--- src/rtl/cv32e41s_clic_arbiter.sv ---
// CLIC arbiter: per-source interrupt configuration and pending state, with a
// registered highest-priority selection presented on the core's clic_irq_* interface.
module cv32e41s_clic_arbiter #(
  parameter int NUM_INTR      = 32,
  parameter int CLIC_ID_WIDTH = 5
) (
  input  logic                     clk,
  input  logic                     rst,
  input  logic [NUM_INTR-1:0]      intr_src_i,
  input  logic                     cfg_we_i,
  input  logic [CLIC_ID_WIDTH-1:0] cfg_id_i,
  input  logic [11:0]              cfg_wdata_i,
  output logic [11:0]              cfg_rdata_o,
  input  logic                     irq_ack_i,
  input  logic [CLIC_ID_WIDTH-1:0] irq_ack_id_i,
  output logic                     clic_irq_o,
  output logic [CLIC_ID_WIDTH-1:0] clic_irq_id_o,
  output logic [7:0]               clic_irq_level_o,
  output logic [1:0]               clic_irq_priv_o,
  output logic                     clic_irq_shv_o
);

  logic [NUM_INTR-1:0]      ie_q;
  logic [NUM_INTR-1:0]      trig_q;
  logic [NUM_INTR-1:0]      shv_q;
  logic [NUM_INTR-1:0]      ip_q;
  logic [NUM_INTR-1:0]      src_q;
  logic [7:0]               level_q [NUM_INTR];

  logic [31:0]              cfg_id_ext;
  logic [31:0]              ack_id_ext;
  logic [NUM_INTR-1:0]      cfg_hit;
  logic [NUM_INTR-1:0]      ack_hit;
  logic [NUM_INTR-1:0]      eligible;

  logic                     win_valid;
  logic [CLIC_ID_WIDTH-1:0] win_id;
  logic [7:0]               win_level;
  logic                     win_shv;

  assign cfg_id_ext = 32'(cfg_id_i);
  assign ack_id_ext = 32'(irq_ack_id_i);

  // Out-of-range IDs never match any source index, so they are dropped here.
  always_comb begin
    cfg_hit  = '0;
    ack_hit  = '0;
    eligible = '0;
    for (int unsigned i = 0; i < NUM_INTR; i++) begin
      cfg_hit[i]  = cfg_we_i  && (cfg_id_ext == i);
      ack_hit[i]  = irq_ack_i && (ack_id_ext == i);
      eligible[i] = ip_q[i] && ie_q[i] && (level_q[i] != 8'd0);
    end
  end

  always_comb begin
    cfg_rdata_o = '0;
    for (int unsigned i = 0; i < NUM_INTR; i++) begin
      if (cfg_id_ext == i) begin
        cfg_rdata_o = {ip_q[i], shv_q[i], trig_q[i], ie_q[i], level_q[i]};
      end
    end
  end

  always_ff @(posedge clk) begin
    for (int unsigned i = 0; i < NUM_INTR; i++) begin
      if (rst) begin
        ie_q[i]    <= 1'b0;
        trig_q[i]  <= 1'b0;
        shv_q[i]   <= 1'b0;
        ip_q[i]    <= 1'b0;
        src_q[i]   <= 1'b0;
        level_q[i] <= '0;
      end else begin
        src_q[i] <= intr_src_i[i];
        if (cfg_hit[i]) begin
          level_q[i] <= cfg_wdata_i[7:0];
          ie_q[i]    <= cfg_wdata_i[8];
          trig_q[i]  <= cfg_wdata_i[9];
          shv_q[i]   <= cfg_wdata_i[10];
        end
        // trig_q is the pre-write value, so a trig change takes effect one cycle later.
        if (!trig_q[i]) begin
          ip_q[i] <= intr_src_i[i];
        end else if (intr_src_i[i] && !src_q[i]) begin
          ip_q[i] <= 1'b1;
        end else if (cfg_hit[i]) begin
          ip_q[i] <= cfg_wdata_i[11];
        end else if (ack_hit[i]) begin
          ip_q[i] <= 1'b0;
        end
      end
    end
  end

  // Ascending scan with >= lets the higher ID win a level tie.
  always_comb begin
    win_valid = 1'b0;
    win_id    = '0;
    win_level = '0;
    win_shv   = 1'b0;
    for (int unsigned i = 0; i < NUM_INTR; i++) begin
      if (eligible[i] && (!win_valid || (level_q[i] >= win_level))) begin
        win_valid = 1'b1;
        win_id    = CLIC_ID_WIDTH'(i);
        win_level = level_q[i];
        win_shv   = shv_q[i];
      end
    end
  end

  always_ff @(posedge clk) begin
    if (rst) begin
      clic_irq_o       <= 1'b0;
      clic_irq_id_o    <= '0;
      clic_irq_level_o <= '0;
      clic_irq_shv_o   <= 1'b0;
    end else begin
      clic_irq_o <= win_valid;
      if (win_valid) begin
        clic_irq_id_o    <= win_id;
        clic_irq_level_o <= win_level;
        clic_irq_shv_o   <= win_shv;
      end
    end
  end

  assign clic_irq_priv_o = 2'b11;

endmodule

--- config.mk ---
export PLATFORM = sky130hd
export DESIGN_NAME = cv32e41s_clic_arbiter
export DESIGN_NICKNAME = d
export VERILOG_FILES = /design/src/rtl/cv32e41s_clic_arbiter.sv
export SDC_FILE = /design/constraint.sdc
export NUM_CORES = 1
export LEC_CHECK = 0
export CELL_PAD_IN_SITES_DETAIL_PLACEMENT = 2
export CELL_PAD_IN_SITES_GLOBAL_PLACEMENT = 2
export CORE_ASPECT_RATIO = 0.5
export CORE_MARGIN = 5
export CORE_UTILIZATION = 40
export CTS_CLUSTER_SIZE = 28
export DETAILED_ROUTE_END_ITERATION = 10
export PLACE_DENSITY = 0.83
export SKIP_CTS_REPAIR_TIMING = 1
export SLEW_MARGIN = 5
export SYNTH_ARGS = -nofsm -noshare
export SYNTH_HDL_FRONTEND = slang
export SYNTH_SLANG_ARGS = --single-unit
export TNS_END_PERCENT = 5
--- constraint.sdc ---
create_clock -name clk -period 86.2 [get_ports clk]
set_clock_uncertainty 0.1 [all_clocks]
set_input_delay 17.24 -clock clk [delete_from_list [all_inputs] [get_ports clk]]
set_output_delay 17.24 -clock clk [all_outputs]
set_load 0.02 [all_outputs]
Word-level counts from Yosys, hierarchy flattened

Memories as Yosys holds them, arrays and structs flattened.
Index checks and enable logic that the tools add are counted.

Register bits after elaboration: 175
Latch bits: 0
Memory bits (writable): 256
Bits in read-only memories: 0
Input bits: 58
Output and inout bits: 29
Word-level logic and storage cells: 1027
Memories: 1

Memory list:

| name    | depth | bits a word | rd ports | clocked after memory_dff | write ports | RTL line | text |
|---|---|---|---|---|---|---|---|
| level_q | 32    | 8           | 32       | 0                        | 32          | 28       | `logic [7:0] level_q [NUM_INTR];` |

Add/sub/neg operators: 0
Multipliers: 0
Divide/modulo/power cells: 0
$lt $le $gt $ge: 31
Eq/ne operators: 94
Shift-type cells: 0
Multiplexer cells: 417
Bitwise operators: 32
Reductions and logical operators: 319

Operators by type and width:

| kind                                                                  | number |
|---|---|
| 8-bit two-way mux                                                     | 64 |
| 12-bit two-way mux                                                    | 32 |
| 1-bit two-way mux                                                     | 291 |
| 8-bit nonzero test                                                    | 32 |
| 8-bit >= comparator                                                   | 31 |
| 1-bit logical AND                                                     | 191 |
| 5-bit equality test, second input constant                            | 32 |
| 5-bit two-way mux                                                     | 30 |
| 4-bit by 1-bit != test with 1-bit output, second input constant       | 32 |
| 5-bit by 4-bit equality test with 1-bit output, second input constant | 16 |
| 32-bit logical NOT                                                    | 2 |
| 1-bit logical NOT                                                     | 63 |
| 5-bit by 3-bit equality test with 1-bit output, second input constant | 8 |
| 1-bit bitwise OR                                                      | 32 |
| 1-bit logical OR                                                      | 31 |
| 5-bit by 2-bit equality test with 1-bit output, second input constant | 4 |
| 5-bit by 1-bit equality test with 1-bit output, second input constant | 2 |

Logic depth before layout (Yosys ltp)

Gate-level depths: netlist (run 1).
An unclocked memory read counts as a cell.

Depth in word-level cells: 128
Mapped depth: 320
Mapped depth without buffers: 297

Worst setup path before layout (run 1)

OpenSTA, ideal clock, no wires.

Kind: register to register
Start: register ie_q[0]
End: register clic_irq_level_o[0]
Library setup time: 88 ps
Arrival time: 58457 ps
Data required time: 86012 ps
Setup slack: 27555 ps
Cell stages (with the launch flop): 311
Buffers on the path: 31
Period minus slack after synthesis: 58645 ps
Cells stage by stage: dfxtp_1 and2_1 buf_2 nand2_1 ha_1 and2_1 a221oi_1 o211ai_1 and2_1 clkbuf_1 clkbuf_1 o21a_1 ha_1 a21o_1 a21oi_1 o21ai_0 a21oi_1 clkbuf_1 [275 not listed] a21oi_1 a21boi_1 clkbuf_1 mux2_2 ha_1 nand2b_1 a21o_1 a21o_1 a21oi_1 nor2b_1 o21ai_0 nand2b_1 a21oi_1 nor2b_1 o31a_1 or2_0 or4_1 a311oi_2

Word-level cells in the longest chain between the ends: 127
Elaborated cells between the ends (all ways): 190
Classes of those cells: 31 x order compare; 64 x mux; 95 x reduce/logical

Ends and longest elaborated chain:

| element                                                         | RTL line | text |
|---|---|---|
| start: declaration                                              | 23       | `logic [NUM_INTR-1:0] ie_q;` |
| start signal: indexed assignment                                | 78       | `ie_q[i] <= cfg_wdata_i[8];` |
| 1-bit logical AND * (2 in series)                               | 52       | `eligible[i] = ip_q[i] && ie_q[i] && (level_q[i] != 8'd0);` |
| 8-bit two-way mux / 1-bit two-way mux (equally long branches)   | 103      | `if (eligible[i] && (!win_valid \|\| (level_q[i] >= win_level))) begin` |
| 8-bit >= comparator / 1-bit logical NOT (equally long branches) | 103      |  |
| 1-bit logical OR                                                | 103      |  |
| 1-bit logical AND                                               | 103      |  |
| 8-bit two-way mux / 1-bit two-way mux (equally long branches)   | 103      |  |
| 8-bit >= comparator / 1-bit logical NOT (equally long branches) | 103      |  |
| 1-bit logical OR                                                | 103      |  |
| [110 not listed]                                                | n/a      |  |
| 8-bit >= comparator / 1-bit logical NOT (equally long branches) | 103      |  |
| 1-bit logical OR                                                | 103      |  |
| 1-bit logical AND                                               | 103      |  |
| 8-bit two-way mux / 1-bit two-way mux (equally long branches)   | 103      |  |
| 8-bit >= comparator / 1-bit logical NOT (equally long branches) | 103      |  |
| 1-bit logical OR                                                | 103      |  |
| 1-bit logical AND                                               | 103      |  |
| 8-bit two-way mux / 1-bit two-way mux (equally long branches)   | 103      |  |
| end signal: assignment                                          | 122      | `clic_irq_level_o <= win_level;` |
| end: declaration                                                | 18       | `output logic [7:0] clic_irq_level_o,` |

Mark *: on every way between the ends. The rest lies on a longest branch, timed or not.
A chain may end at the register's enable or synchronous reset.

Worst setup path in the final report (run 1)

Start: register ip_q[0]
End: register clic_irq_id_o[3]

Word-level cells in the longest chain between the ends: 127
Elaborated cells between the ends (all ways): 218
Classes of those cells: 31 x order compare; 92 x mux; 95 x reduce/logical

Ends and longest elaborated chain:

| element                                                         | RTL line | text |
|---|---|---|
| start: declaration                                              | 26       | `logic [NUM_INTR-1:0] ip_q;` |
| start signal: indexed assignment                                | 84       | `ip_q[i] <= intr_src_i[i];` |
| start signal: indexed assignment                                | 88       | `ip_q[i] <= cfg_wdata_i[11];` |
| 1-bit logical AND * (2 in series)                               | 52       |  |
| 8-bit two-way mux / 1-bit two-way mux (equally long branches)   | 103      |  |
| 8-bit >= comparator / 1-bit logical NOT (equally long branches) | 103      |  |
| 1-bit logical OR                                                | 103      |  |
| 1-bit logical AND                                               | 103      |  |
| 8-bit two-way mux / 1-bit two-way mux (equally long branches)   | 103      |  |
| 8-bit >= comparator / 1-bit logical NOT (equally long branches) | 103      |  |
| 1-bit logical OR                                                | 103      |  |
| [110 not listed]                                                | n/a      |  |
| 8-bit >= comparator / 1-bit logical NOT (equally long branches) | 103      |  |
| 1-bit logical OR                                                | 103      |  |
| 1-bit logical AND                                               | 103      |  |
| 8-bit two-way mux / 1-bit two-way mux (equally long branches)   | 103      |  |
| 8-bit >= comparator / 1-bit logical NOT (equally long branches) | 103      |  |
| 1-bit logical OR                                                | 103      |  |
| 1-bit logical AND                                               | 103      |  |
| 5-bit two-way mux / 1-bit two-way mux (equally long branches)   | 103      |  |
| end signal: assignment                                          | 121      | `clic_irq_id_o <= win_id;` |
| end: declaration                                                | 17       | `output logic [CLIC_ID_WIDTH-1:0] clic_irq_id_o,` |

Marked as above.

==> flow_summary.json, run 1 <==
{
  "status": "finished clean",
  "worstSetupPathType": "flip-flop to flip-flop",
  "dr.pass1.iters": 6,
  "worst_ep_arrival_time_ns": 71.00,
  "cts_tree": "done",
  "critical_path.max_stage_delay_ns": 0.88,
  "worst_pin_slew_ns": 1.30,
  "clk_path_buf_depth": 3,
  "dpl.hpwl_um": 105000,
  "vias": 30000,
  "finalPower_mw": 0.503,
  "hold_violations": 0,
  "cts.htree.levels": 2,
  "max_freq_mhz": 14.2,
  "area_growth_pct": 9.85,
  "drt-total-wl_um": 141000,
  "maxSlewHeadroom_pct": 12.3,
  "pwr-share-clk_pct": 38.3,
  "initial_core_util_pct": 40.4,
  "power_frac_seq_pct": 48.5,
  "final_cells": 4414,
  "post-route-period-util_pct": 82.0,
  "synth_seq_cells": 431,
  "worstSetupStartpointType": "flip-flop",
  "avgSynthCellArea_um2": 8.95,
  "synth-adder-area-share_pct": 9.25,
  "cellInternalPower_mw": 0.352,
  "synth_flop_cell": "edfxtp_1",
  "antenna_found_initial": 12,
  "finalSetupViolCount": 0,
  "p_leak_nw": 13.2,
  "pwr-share-comb_pct": 13.2,
  "crit_slowest_cell": "nor2b_1",
  "switching_power_mw": 0.151,
  "root_buffer": "clkbuf_16",
  "grt_pass1_wl_um": 209000,
  "async_flop_share_pct": 0,
  "die-area_um2": 82000,
  "die_w_um": 400,
  "die_h_um": 205,
  "grt_overflow_total": 0,
  "yosysWarnings": 0,
  "numPortBuffers": 84,
  "cpMostUsedCell": "a21oi_1",
  "rows": 71,
  "finalCriticalPeriod_ns": 70.66,
  "slew_violations": 0,
  "cts_sinks": 431,
  "grt_usage_pct": 33.5,
  "clock_latency_ns": 0.59,
  "final_util_pct": 44.4,
  "ys_seq_area_share_pct": 36.8,
  "muxShareOfSynthArea_pct": 5.83,
  "maxCapViolations": 0,
  "cp_max_fo": 21,
  "nNetsFinal": 3639,
  "irDropWorstVdd_v": 0.0000122,
  "pin_count": 87,
  "cp.required_ns": 86.54,
  "grt_start_max_net_pins": 273,
  "critPathTopFamily": "compound AO/OA/AOI/OAI gates",
  "drc": 0,
  "place_inst": 4334,
  "powerDensity_nw_per_um2": 15.1,
  "clkTransAtPathRegs_ns": 0.07,
  "final.setup.tns_ns": 0,
  "core-area_um2": 75200,
  "drive_above_1_share_pct": 7.85,
  "synth_top_family_by_area": "compound AO/OA/AOI/OAI gates",
  "synth_edf_count": 256,
  "place_congestion": 0.908,
  "synthSimpleGateAreaFrac_pct": 20.6,
  "rsz0062_at_grt": "false",
  "antenna_left": 0,
  "ys_types": 103,
  "switching_share_pct": 30.0,
  "crit_buf_inv": 11,
  "first_iter_violations": 3706,
  "synth_xor_area_share_pct": 0,
  "numCtsBuffers": 42,
  "cp-end-kind": "flip-flop",
  "hold_class": "flip-flop to flip-flop",
  "drt-wirelength-per-cell_um": 32.0,
  "first_global_vias": 31400,
  "synth_compound_area_share_pct": 22.4,
  "syn_area_um2": 30400,
  "syn_inst": 3399,
  "viasPerCell": 6.79
}
## logic make-up after synthesis
family,count (synthesis)
AND/OR/NAND/NOR,1201
multiplexers,161
adder cells (fa/ha/maj),225
flip-flops,431
buffers and inverters,413
AO/OA/AOI/OAI,967
other,1
## final timing paths
kind	from	end	slack, ns	cells after the start
setup / recovery	ip_q[0]	clic_irq_id_o[3]	15.54	283
hold / removal	clic_irq_level_o[2]	clic_irq_level_o[2]	0.38	2
hold reg to reg	clic_irq_level_o[2]	clic_irq_level_o[2]	0.38	2
setup reg to reg	ip_q[0]	clic_irq_id_o[3]	15.54	283
## worst register-to-register path, delay by kind of cell, from the launching register on
kind / cells / cell delay [ns]
adders and majority gates: 31 / 8.88
DFF: 1 / 0.41
buffers and inverters: 11 / 1.65
muxes: 20 / 8.10
and+or+nand+nor: 88 / 18.04
AOI/OAI and AO/OA: 133 / 33.40
## state kept, by name (all words and copies together) (netlist names)
name and count:
clic_irq_id_o 5, trig_q 32, level_q 256, clic_irq_o 1, clic_irq_shv_o 1, ip_q 32
clic_irq_level_o 8, shv_q 32, ie_q 32, src_q 32
## per-layer routing
| layer | vias up | GRT usage, % | share of wire, % |
|---|---|---|---|
| li1 | 12800 | - | - |
| met1 | 15300 | 43.6 | 41 |
| met2 | 1511 | 56.5 | 47 |
| met3 | 345 | 6.12 | 8.9 |
| met4 | 6 | 11.1 | 3.4 |
| met5 | - | 0 | 0.024 |
## area by class of cell
class | count | area [µm²]
Fill cell | 8103 | 41800
Multi-Input combinational cell | 2556 | 17700
Sequential cell | 431 | 11200
Tap cell | 1022 | 1280
Clock buffer | 66 | 1270
Timing Repair Buffer | 128 | 1140
Inverter | 197 | 739
Clock inverter | 11 | 66.3
Antenna cell | 3 | 7.51
## layout by cell type (no fill, tap or decap), types with 115 or more instances in the layout
cell,count
a21oi_1,225
o21ai_0,158
and3_1,247
nor2_1,128
edfxtp_1,256
ha_1,225
nand3_1,115
dfxtp_1,175
inv_1,195
nand2_1,317
## per-stage QoR
step / worst slack [ns] / hold slack, ns / cell area [µm²]
after floorplan: 27.55 / 0.346 / 30400
after global placement: 20.26 / 0.357 / 32100
after detailed placement: 16.48 / 0.373 / 32100
after CTS: 16.16 / 0.384 / 33400
after global routing: 10.50 / 0.399 / 33400
final: 15.54 / 0.383 / 33400
## cells in the mapped netlist (18+ instances only)
cell	count	area, µm²
nor2_1	145	544
or2_2	21	131
a22oi_1	67	503
o21a_1	30	225
and4_1	18	158
mux2i_1	95	951
a21o_1	51	383
nor2b_1	66	413
inv_1	195	732
nand4_1	24	150
a22o_1	39	342
dfxtp_1	175	3500
a21oi_1	225	1130
nand2_1	317	1190
a221oi_1	36	315
and3_1	247	1550
nand2b_1	56	350
a31oi_1	53	332
nor4_1	65	407
nor3_1	36	180
o21ai_0	158	791
nand3_1	115	576
and2_1	56	350
ha_1	225	2820
edfxtp_1	256	7690
clkbuf_1	197	739
o211ai_1	62	465
mux2_2	59	664
a32o_1	60	601
## power by group through the flow
stage,Combinational (mW),Clock (mW),Sequential [mW]
floorplan,0.0381,0,0.239
detailed placement,0.0640,0,0.248
CTS,0.0649,0.191,0.243
global placement,0.0604,0,0.247
global route,0.0711,0.200,0.244
finish,0.0664,0.193,0.244
Note: power is estimated with default switching activity, not from simulation.
==> inputs of run 2 (changes only) <==
--- a/config.mk
+++ b/config.mk
@@ -9,10 +9,10 @@
 export CELL_PAD_IN_SITES_GLOBAL_PLACEMENT = 2
 export CORE_ASPECT_RATIO = 0.5
 export CORE_MARGIN = 5
-export CORE_UTILIZATION = 40
+export CORE_UTILIZATION = 36
 export CTS_CLUSTER_SIZE = 28
 export DETAILED_ROUTE_END_ITERATION = 10
-export PLACE_DENSITY = 0.83
+export PLACE_DENSITY = 0.79
 export SKIP_CTS_REPAIR_TIMING = 1
 export SLEW_MARGIN = 5
 export SYNTH_ARGS = -nofsm -noshare
==> constraint.sdc (replaced) <==
create_clock -name clk -period 56.7 [get_ports clk]
set_clock_uncertainty 0.1 [all_clocks]
set_input_delay 11.34 -clock clk [delete_from_list [all_inputs] [get_ports clk]]
set_output_delay 11.34 -clock clk [all_outputs]
set_load 0.02 [all_outputs]
==> run 2 against run 1 <==
Net effect: the flow now finishes with violations (setup timing); maximum frequency up 24%; first-iteration DRC count grew 4.0%; power grew 60%; final area increased by 14%; largest cell class unchanged; worst setup slack worse by 16 ns; largest power group unchanged; via count is 7.3% higher; non-clock buffer count is 247 higher; flip-flop and latch count unchanged; utilization up 1.2 points.
==> flow_summary.json, run 2 (synthesis results as in run 1) <==
{
  "final_common_cell": "nand2_1",
  "p_leak_nw": 15.0,
  "cts.htree.levels": 2,
  "area_growth_pct": 25.5,
  "maxCapViolations": 0,
  "powerDensity_nw_per_um2": 21.1,
  "worst_ep_arrival_time_ns": 57.48,
  "grt_start_max_net_pins": 272,
  "drt-wirelength-per-cell_um": 33.5,
  "final_cell_mix": "nand2_1 (296), buf_4 (268), edfxtp_1 (256)",
  "finalSetupViolCount": 11,
  "die_w_um": 421,
  "top_register": "level_q",
  "hold_class": "flip-flop to flip-flop",
  "grt_overflow_total": 0,
  "numPortBuffers": 84,
  "clkTransAtPathRegs_ns": 0.07,
  "antenna_left": 0,
  "crit_slowest_cell": "o31ai_1",
  "drt-total-wl_um": 159000,
  "cp.required_ns": 57.08,
  "maxSlewHeadroom_pct": 2.68,
  "status": "finished with violations",
  "clk_path_buf_depth": 3,
  "fin_ws_ns": -0.396,
  "place_congestion": 0.910,
  "dpl.hpwl_um": 106000,
  "clock_latency_ns": 0.59,
  "dr.pass1.iters": 6,
  "cpMostUsedCell": "ha_1",
  "initial_core_util_pct": 36.3,
  "worstSetupPathType": "flip-flop to flip-flop",
  "worst_pin_slew_ns": 1.46,
  "fillerInstances": 8713,
  "cp-end-kind": "flip-flop",
  "cp_max_fo": 21,
  "drc": 0,
  "worstSetupStartpointType": "flip-flop",
  "violations": "setup timing",
  "drive_above_1_share_pct": 22.8,
  "post-route-period-util_pct": 101,
  "final_util_pct": 45.6,
  "root_buffer": "clkbuf_16",
  "finalCriticalPeriod_ns": 57.10,
  "pin_count": 87,
  "slew_violations": 0,
  "cts_tree": "done",
  "irDropWorstVdd_v": 0.0000192,
  "numCtsBuffers": 44,
  "place_inst": 4536,
  "critical_path.max_stage_delay_ns": 0.67,
  "grt_usage_pct": 29.5,
  "vias": 32200,
  "hold_violations": 0,
  "largest_reg_flops": 256,
  "nNetsFinal": 3890,
  "antenna_found_initial": 8,
  "die_h_um": 216,
  "first_iter_violations": 3856,
  "grt_pass1_wl_um": 208000,
  "viasPerCell": 6.76,
  "first_global_vias": 31400,
  "rows": 75,
  "max_freq_mhz": 17.5,
  "core-area_um2": 83800,
  "final_cells": 4760,
  "cts_sinks": 431,
  "die-area_um2": 90800
}
==> run 2: changes by cell type in the layout (fill, tap and decap cells not counted), sizes merged <==
cell	change
buf	+244
clkinvlp	-1
clkdlybuf4s15	+1
clkinv	+5
and2	+2
clkdlybuf4s50	+1
diode	-2
clkbuf	+1
bufinv	+1
==> run 2: routing by layer <==
| metal | track usage (%) | up-vias | wire [µm] |
|---|---|---|---|
| li1 | - | 13300 | - |
| met1 | 39.6 | 16700 | 63000 |
| met2 | 49.2 | 1795 | 75400 |
| met3 | 4.66 | 438 | 14000 |
| met4 | 8.67 | 6 | 6990 |
| met5 | 0 | - | 41 |
==> run 2: report_power, final <==
| group | total, mW | leakage, nW | internal [mW] | switching [mW] |
|---|---|---|---|---|
| Sequential | 0.374 | 3.87 | 0.346 | 0.0281 |
| Clock | 0.309 | 0.730 | 0.169 | 0.139 |
| Combinational | 0.123 | 10.4 | 0.0458 | 0.0773 |
| Total | 0.806 | 15.0 | 0.561 | 0.245 |
==> run 2: cell type report <==
cell class	instances	area (µm²)	share of cell area [%]
multi-input combinational	2558	20200	53.0
sequential	431	11200	29.3
timing repair buffer	375	3160	8.26
tap	1116	1400	3.66
clock buffer	66	1350	3.52
inverter	197	743	1.95
clock inverter	16	115	0.301
antenna	1	2.50	0.00655
==> run 2: path summary, 6_finish.rpt <==
path              from                   to  slack (ns)  cells after the start
max            ip_q[0]  clic_irq_level_o[0]       -0.40                    298
min          src_q[11]             ip_q[11]        0.37                      2
max reg2reg    ip_q[0]  clic_irq_level_o[0]       -0.40                    298
min reg2reg  src_q[11]             ip_q[11]        0.37                      2
==> run 2: worst max-delay path: cells and delay by family (launching register included) <==
kind / cells / cell delay (ns)
compound gates: 130 / 24.42
simple gates: 83 / 12.80
fa+ha+maj: 31 / 8.33
mux: 18 / 5.62
buf+inv: 36 / 5.16
flops: 1 / 0.36
==> run 2: stage by stage <==
step | hold slack, ns | cell area (µm²) | setup TNS, ns | power [mW] | worst slack [ns]
after detailed placement | 0.370 | 33100 | -59.34 | 0.476 | -4.56
after CTS | 0.382 | 34500 | -63.24 | 0.772 | -4.84
after floorplan | 0.346 | 30500 | 0 | 0.421 | 0.0161
after global placement | 0.356 | 33100 | -17.07 | 0.470 | -1.59
final | 0.370 | 38200 | -2.51 | 0.806 | -0.396
after global routing | 0.406 | 38200 | -35.10 | 0.822 | -2.74
